`src/rtl/speed_meter_if.sv`:
```
// Signal bundle between a divided-tick source and the speed_meter that decodes it.
// speed_valid qualifies speed_idx; there is no backpressure, and a consumer samples whenever valid is high.
interface speed_meter_if #(
    parameter int IDX_W = 2,
    parameter int CNT_W = 16
);
    logic             tick_in;
    logic [IDX_W-1:0] speed_idx;
    logic             speed_valid;
    logic             speed_change;
    logic [CNT_W-1:0] period_out;
    logic             stalled;
    logic [1:0]       fsm_state;

    modport master (
        output tick_in,
        input  speed_idx, speed_valid, speed_change, period_out, stalled, fsm_state
    );

    modport slave (
        input  tick_in,
        output speed_idx, speed_valid, speed_change, period_out, stalled, fsm_state
    );
endinterface

```
`src/rtl/speed_meter.sv`:
```
// Decodes a divided tick back into a speed level index by measuring rise-to-rise
// periods, with lock/relock hysteresis and stall detection.
module speed_meter #(
    parameter int BASE_PERIOD = 64,
    parameter int NUM_SPEEDS  = 4,
    parameter int IDX_W       = 2,
    parameter int TOL         = 2,
    parameter int MATCH_N     = 2,
    parameter int TIMEOUT     = 256,
    parameter int CNT_W       = 16
) (
    input logic          clk,
    input logic          reset,
    speed_meter_if.slave mif
);
    localparam int MC_W = $clog2(MATCH_N + 1);

    typedef enum logic [1:0] {
        IDLE    = 2'd0,
        MEASURE = 2'd1,
        LOCKED  = 2'd2
    } state_t;

    state_t           state_q, state_d;
    logic             tick_q;
    logic             rise;
    logic             timeout;
    logic             hit;
    logic [IDX_W-1:0] hit_idx;
    logic [CNT_W-1:0] cnt_q, cnt_d;
    logic [CNT_W-1:0] period_q, period_d;
    logic [MC_W-1:0]  mc_q, mc_d;
    logic [IDX_W-1:0] cand_q, cand_d;
    logic [IDX_W-1:0] idx_q, idx_d;
    logic             valid_q, valid_d;
    logic             change_q, change_d;
    logic             stalled_q, stalled_d;

    assign rise    = mif.tick_in & ~tick_q;
    assign timeout = ~rise && (cnt_q == CNT_W'(TIMEOUT - 1));

    // Scan from the fastest level down so the lowest matching index wins.
    always_comb begin
        hit     = 1'b0;
        hit_idx = '0;
        for (int i = NUM_SPEEDS - 1; i >= 0; i--) begin
            if ((int'(cnt_q) - (BASE_PERIOD >> i) <= TOL) &&
                ((BASE_PERIOD >> i) - int'(cnt_q) <= TOL)) begin
                hit     = 1'b1;
                hit_idx = IDX_W'(i);
            end
        end
    end

    always_ff @(posedge clk or posedge reset) begin
        if (reset) state_q <= IDLE;
        else       state_q <= state_d;
    end

    always_comb begin
        state_d   = state_q;
        cnt_d     = cnt_q;
        period_d  = period_q;
        mc_d      = mc_q;
        cand_d    = cand_q;
        idx_d     = idx_q;
        valid_d   = valid_q;
        change_d  = 1'b0;
        stalled_d = stalled_q;

        if (rise)                              cnt_d = CNT_W'(1);
        else if (cnt_q != CNT_W'(TIMEOUT))     cnt_d = cnt_q + 1'b1;

        if (rise) begin
            stalled_d = 1'b0;
            if (state_q == IDLE) begin
                state_d = MEASURE;
            end else begin
                period_d = cnt_q;
                if (!hit) begin
                    mc_d    = '0;
                    valid_d = 1'b0;
                    state_d = MEASURE;
                end else begin
                    if (hit_idx == cand_q) begin
                        if (mc_q < MC_W'(MATCH_N)) mc_d = mc_q + 1'b1;
                    end else begin
                        cand_d = hit_idx;
                        mc_d   = MC_W'(1);
                    end
                    // Old index stays published until the new level is confirmed.
                    if (mc_d == MC_W'(MATCH_N) && (cand_d != idx_q || !valid_q)) begin
                        idx_d    = cand_d;
                        valid_d  = 1'b1;
                        change_d = 1'b1;
                        state_d  = LOCKED;
                    end
                end
            end
        end else if (timeout) begin
            stalled_d = 1'b1;
            valid_d   = 1'b0;
            mc_d      = '0;
            state_d   = IDLE;
        end
    end

    always_ff @(posedge clk or posedge reset) begin
        if (reset) begin
            tick_q    <= 1'b0;
            cnt_q     <= '0;
            period_q  <= '0;
            mc_q      <= '0;
            cand_q    <= '0;
            idx_q     <= '0;
            valid_q   <= 1'b0;
            change_q  <= 1'b0;
            stalled_q <= 1'b0;
        end else begin
            tick_q    <= mif.tick_in;
            cnt_q     <= cnt_d;
            period_q  <= period_d;
            mc_q      <= mc_d;
            cand_q    <= cand_d;
            idx_q     <= idx_d;
            valid_q   <= valid_d;
            change_q  <= change_d;
            stalled_q <= stalled_d;
        end
    end

    assign mif.speed_idx    = idx_q;
    assign mif.speed_valid  = valid_q;
    assign mif.speed_change = change_q;
    assign mif.period_out   = period_q;
    assign mif.stalled      = stalled_q;
    assign mif.fsm_state    = state_q;
endmodule

```
`src/flat_wrapper.sv`:
```
// flat-port wrapper written by rule: the top's interface ports become plain ports
module speed_meter_flat 
#(
    parameter int BASE_PERIOD = 64,
    parameter int NUM_SPEEDS  = 4,
    parameter int IDX_W       = 2,
    parameter int TOL         = 2,
    parameter int MATCH_N     = 2,
    parameter int TIMEOUT     = 256,
    parameter int CNT_W       = 16
)
  (clk, reset, mif_tick_in, mif_speed_idx, mif_speed_valid, mif_speed_change, mif_period_out, mif_stalled, mif_fsm_state);
  speed_meter_if #(.IDX_W(IDX_W), .CNT_W(CNT_W)) mif_i ();
  input logic clk;
  input logic reset;
  input wire logic [$bits(mif_i.tick_in)-1:0] mif_tick_in;
  output wire logic [$bits(mif_i.speed_idx)-1:0] mif_speed_idx;
  output wire logic [$bits(mif_i.speed_valid)-1:0] mif_speed_valid;
  output wire logic [$bits(mif_i.speed_change)-1:0] mif_speed_change;
  output wire logic [$bits(mif_i.period_out)-1:0] mif_period_out;
  output wire logic [$bits(mif_i.stalled)-1:0] mif_stalled;
  output wire logic [$bits(mif_i.fsm_state)-1:0] mif_fsm_state;
  assign mif_i.tick_in = mif_tick_in;
  assign mif_speed_idx = mif_i.speed_idx;
  assign mif_speed_valid = mif_i.speed_valid;
  assign mif_speed_change = mif_i.speed_change;
  assign mif_period_out = mif_i.period_out;
  assign mif_stalled = mif_i.stalled;
  assign mif_fsm_state = mif_i.fsm_state;
  speed_meter #(.BASE_PERIOD(BASE_PERIOD), .NUM_SPEEDS(NUM_SPEEDS), .IDX_W(IDX_W), .TOL(TOL), .MATCH_N(MATCH_N), .TIMEOUT(TIMEOUT), .CNT_W(CNT_W)) u_core (.clk(clk), .reset(reset), .mif(mif_i));
endmodule
```
`config.mk`:
```
export PLATFORM = sky130hd
export DESIGN_NAME = speed_meter_flat
export DESIGN_NICKNAME = d
export VERILOG_FILES = /design/src/rtl/speed_meter_if.sv /design/src/rtl/speed_meter.sv /design/src/flat_wrapper.sv
export SDC_FILE = /design/constraint.sdc
export NUM_CORES = 1
export LEC_CHECK = 0
export CAP_MARGIN = 20
export CELL_PAD_IN_SITES_DETAIL_PLACEMENT = 1
export CELL_PAD_IN_SITES_GLOBAL_PLACEMENT = 1
export CORE_MARGIN = 5
export CORE_UTILIZATION = 50
export CTS_CLUSTER_SIZE = 24
export DETAILED_ROUTE_END_ITERATION = 16
export DONT_BUFFER_PORTS = 1
export GPL_ROUTABILITY_DRIVEN = 0
export GPL_TIMING_DRIVEN = 0
export PLACE_DENSITY = 0.85
export SLEW_MARGIN = 20
export SYNTH_ARGS = -nofsm -noshare
export SYNTH_HDL_FRONTEND = slang
export SYNTH_SLANG_ARGS = --single-unit
```
`constraint.sdc`:
```
create_clock -name clk -period 4.9 [get_ports clk]
set_input_delay 0.735 -clock clk [delete_from_list [all_inputs] [get_ports clk]]
set_output_delay 0.735 -clock clk [all_outputs]
set_load 0.03 [all_outputs]
```
Yosys cells after proc, flatten, opt, wreduce, memory -nomap -nowiden
Index checks and enable logic that the tools add are counted.

Add/sub/neg operators: 10. $lt $le $gt $ge: 9. Equal/unequal tests: 8. Mux-type cells: 38. Bitwise operators: 4. Reduce and logical (&&, ||, !) cells: 17.

Operator list (number): <= comparator 32 x 3 -> 1 bit, second input constant (8); two-way mux 2 bit (21); two-way mux 16 bit (2); subtractor 16 x 4 -> 17 bit, second input constant (1); subtractor 16 x 5 -> 17 bit, second input constant (1); subtractor 16 x 6 -> 17 bit, second input constant (1); subtractor 16 x 7 -> 17 bit, second input constant (1); subtractor 4 x 16 -> 17 bit, first input constant (1); subtractor 5 x 16 -> 17 bit, first input constant (1); subtractor 6 x 16 -> 17 bit, first input constant (1); subtractor 7 x 16 -> 17 bit, first input constant (1); adder 16 x 1 -> 16 bit, second input constant (1); equality test 16 x 8 -> 1 bit, second input constant (1); != test 16 x 9 -> 1 bit, second input constant (1); two-way mux 1 bit (15); logical AND 1 bit (6); AND reduction 2 bit (3); AND reduction 3 bit (2); != test 4 bit, second input constant (1); AND reduction 4 bit (1); nonzero test 2 bit (2); != test 3 bit, second input constant (1); NOT 1 bit (3); adder 2 x 1 -> 2 bit, second input constant (1); other kinds (9) (9).

Register bits: 44.

Logic depth before layout (Yosys ltp)
Word-level depth: 19. Mapped depth: 15. Depth with buffers taken out: 12.

Worst setup path before layout
No wires, ideal clock.

Path kind: register to register. Start: register u_core.cnt_q[4]. End: register u_core.idx_q[0], in the netlist u_core.mif.speed_idx[0]. Arrival: 3.874 ns. Required time: 4.772 ns. Slack: 0.898 ns. Stages on the path, launching flop included: 15. Buffers on the path: 2. Period minus slack after synthesis: 4.002 ns. Cell sequence: dfrtp_1 -> clkbuf_1 -> inv_1 -> ha_1 -> buf_2 -> nor4b_2 -> a21oi_1 -> or3_1 -> a2111oi_2 -> nor3b_1 -> o21ai_0 -> and2b_1 -> mux2i_1 -> a2111oi_4 -> mux2_1.

Longest elaborated chain between the ends: 16. Elaborated cells on any way between the ends: 42.

Ends and longest elaborated chain: start: declaration (RTL line speed_meter.sv:30) `logic [CNT_W-1:0] cnt_q, cnt_d;`; start signal: assignment (RTL line speed_meter.sv:121) `cnt_q <= cnt_d;`; subtractor 16 x 4 -> 17 bit / subtractor 4 x 16 -> 17 bit (equally long branches) (RTL line speed_meter.sv:47, speed_meter.sv:48); <= comparator 32 x 3 -> 1 bit, on equally long branches (RTL line speed_meter.sv:47, speed_meter.sv:48); logical AND 1 bit (RTL line speed_meter.sv:47) `if ((int'(cnt_q) - (BASE_PERIOD >> i) <= TOL) &&`; two-way mux 2 bit (4 in series) (RTL line speed_meter.sv:47); equality test 2 bit (RTL line speed_meter.sv:85) `if (hit_idx == cand_q) begin`; two-way mux 2 bit (RTL line speed_meter.sv:85); two-way mux 2 bit (RTL line speed_meter.sv:80) `if (!hit) begin`; two-way mux 2 bit (RTL line speed_meter.sv:76) `if (state_q == IDLE) begin`; two-way mux 2 bit (RTL line speed_meter.sv:74) `if (rise) begin`; != test 2 bit (RTL line speed_meter.sv:92) `if (mc_d == MC_W'(MATCH_N) && (cand_d != idx_q || !valid_q)) begin`; logical OR 1 bit (RTL line speed_meter.sv:92); logical AND 1 bit (RTL line speed_meter.sv:92); AND reduction 4 bit (no line); end signal: assignment (RTL line speed_meter.sv:125) `idx_q <= idx_d;`; end: declaration (RTL line speed_meter.sv:34) `logic [IDX_W-1:0] idx_q, idx_d;`.

Parallel ways exist; a longest one is shown, timed or not. The select of a mux whose other input is x is not followed. A chain may end at the register's enable or synchronous reset.

Final worst setup path
Ends and elaborated chain as after synthesis.

==> out/metrics.cfg <==
[die]
die_area_um2=10600
core-area_um2=8300
rows=33
die_w_um=103
io_pins=26
initial_core_util=0.519
die_h_um=103

[pwr]
power.internal_mw=0.874
p_sw_mw=0.812
irDropWorstVdd_v=0.000277
p_seq_frac=0.329
p_per_area_nw_per_um2=366
switching_share=0.482
leakagePower_nw=2.00
combPwrFrac=0.532
clkPwrFrac=0.139

[placed_design]
dpl-instance-area_um2=4460
place_ws_ps=-237
hpwl_um=11700
dpl.cell_count=616
port_buffers=0

[timing]
setup_viol=0
period_share=0.968
hold_violations=0
fmax_ghz=0.211
slew_headroom=0.331
rsz0062_at_grt=false
timing.hold.ws_ps=237
period_needed_ps=4740
slew_viol_final=0
layout_setup_ws_ps=158
finClkSkew_ps=7.74
worst_slew_pin_slew_ps=996

[clock_network]
clock_sinks=44
clk_pin_slew_worst_paths_ps=90
clockBufferDepth=2
cts_root_buf=clkbuf_8
worstSkewPairLatency_ps=300
htreeDepth=2
tritoncts=built
numCtsBuffers=5

[synth]
netlist_area_um2=4310
synth_edf_count=0
syn_inst=510
syn_nets=534
synth_warnings=0
async_flop_share=1.00
synth_seq_cells=44
avgSynthCellArea_um2=8.45
ys_seq_area_frac=0.255
ys_types=82
yosys_most_used_dff=dfrtp_1

[routing]
drc=0
routed_wl_um=15800
first_iter_violations=465
firstDrtPassIters=5
wl_per_cell_um=25.2
drt-vias-per-instance=7.11
ant_nets=0
vias=4443

[final_layout]
fin_cells=625
drive_above_1_share=0.150
finalCoreUtilization=0.555
diodes=0
area_delta_synth_final_pct=6.76
nNetsFinal=543
final_area_um2=4600

[worst_setup_path]
critPathRequiredTime_ps=5080
critPathArrivalTime_ps=4930
critical_path.endpoint_type=register
worstPathMaxFanout=10
path_class=reg -> reg
critPathLaunchType=register

[run]
drv_cap=0

[global_routing]
first_global_vias=4611
grt_pass1_wl_um=25600
grt.total_usage=0.314
grt_max_degree=35
antenna_found_initial=0
overflow=0

[min_path]
hold_path.class=in -> async

[outcome]
status=finished clean

==> critical path, stage by stage, from the launching register on <==
cell,delay (ps)
dfrtp_2,520
clkbuf_2,270
inv_1,310
ha_1,240
nor4b_1,650
nor2_1,230
and3_1,260
o2111a_1,240
a41oi_1,340
o2bb2ai_2,170
or4_1,410
and3_1,170
buf_2,180
a2111oi_4,260
mux2_1,360
==> through the flow <==
step	TNS [ps]	power, mW
after floorplan	0	1.16
after global placement	-134	1.34
after detailed placement	-739	1.40
after CTS	0	1.65
after global routing	0	1.78
final	0	1.69
==> Yosys cell counts, drive strengths merged (10+ instances only) <==
library cell	n	area (um^2)
buf	17	76.3
xnor2	17	149
nor2	45	169
inv	15	56.3
xor2	13	114
nor4	10	75.1
clkbuf	23	86.3
a2111oi	11	141
dfrtp	44	1100
ha	21	263
nor3	19	111
nor2b	15	93.8
and3	14	87.6
nand2	28	105
nand2b	16	100
nand3	18	90.1
a21oi	17	85.1
o21ai	19	95.1
mux2	22	248
==> cells in the final DEF, fill, tap and decap left out, drive strengths merged, types with 10 or more instances in the layout <==
| cell | count |
|---|---|
| o21ai | 19 |
| buf | 19 |
| nor2b | 15 |
| a21oi | 17 |
| inv | 15 |
| nor4 | 10 |
| nand3 | 18 |
| nand2 | 28 |
| dfrtp | 44 |
| and3 | 14 |
| xor2 | 13 |
| nor2 | 45 |
| nor3 | 19 |
| mux2 | 22 |
| ha | 21 |
| nand2b | 16 |
| a2111oi | 11 |
| clkbuf | 29 |
| xnor2 | 17 |
==> routing by layer <==
| metal | wire length (um) | share of wire | track usage | up-vias |
|---|---|---|---|---|
| met4 | 808 | 0.051 | 0.146 | 0 |
| met1 | 6480 | 0.41 | 0.425 | 2214 |
| met3 | 1340 | 0.085 | 0.0494 | 70 |
| li1 | - | - | - | 1904 |
| met5 | 0 | 0 | 0 | - |
| met2 | 7140 | 0.45 | 0.492 | 255 |
==> flip-flops by register name (all words and copies together) (netlist names) <==
signal                   count
u_core.mif.speed_valid       1
u_core.mif.stalled           1
u_core.mif.speed_idx         2
u_core.mif.period_out       16
u_core.cand_q                2
u_core.mif.fsm_state         2
u_core.cnt_q                16
u_core.mif.speed_change      1
u_core.mc_q                  2
u_core.tick_q                1
==> final timing paths <==
kind                                        startpoint                                   to  slack [ps]  cells after the start
min in group clk                           mif_tick_in              u_core.tick_q$_DFF_PP0_         450                      0
min reg2reg                 u_core.mc_q[0]$_DFFE_PP0P_           u_core.mc_q[0]$_DFFE_PP0P_         480                      2
max in group asynchronous                        reset          u_core.cnt_q[4]$_DFFE_PP0P_        4190                      2
min                                              reset           u_core.mc_q[0]$_DFFE_PP0P_         240                      1
max reg2reg                u_core.cnt_q[4]$_DFFE_PP0P_  u_core.mif.speed_idx[0]$_DFFE_PP0P_         160                     14
max                        u_core.cnt_q[4]$_DFFE_PP0P_  u_core.mif.speed_idx[0]$_DFFE_PP0P_         160                     14
==> power by group through the flow <==
stage                     Clock [mW]  Sequential [mW]  Combinational, mW
after CTS                      0.237            0.554              0.855
after floorplan                    0            0.533              0.628
final                          0.234            0.555              0.897
after detailed placement           0            0.558              0.840
after global placement             0            0.552              0.792
after global routing           0.255            0.566              0.962
==> layout make-up <==
class | count | area (um^2)
Sequential cell | 44 | 1100
Multi-Input combinational cell | 410 | 3020
Clock inverter | 2 | 16.3
Fill cell | 989 | 3700
Inverter | 16 | 61.3
Buffer | 39 | 166
Tap cell | 105 | 131
Clock buffer | 6 | 72.6
Timing Repair Buffer | 3 | 35.0
==> cell families after synthesis <==
logic type      share of synthesized area
mux                                0.0737
compound gates                      0.207
fa+ha+maj                          0.0610
simple gates                        0.290
xor+xnor                           0.0610
flops                               0.255
buf+inv                            0.0517
==> repair_timing <==
item                                    4_1_cts  5_1_grt
endpoints found under the setup margin        4        4
gates resized for setup                       7       12
hold buffers                                  0        0
buffers inserted                              0        2
Power figures use the tool's default switching activity.
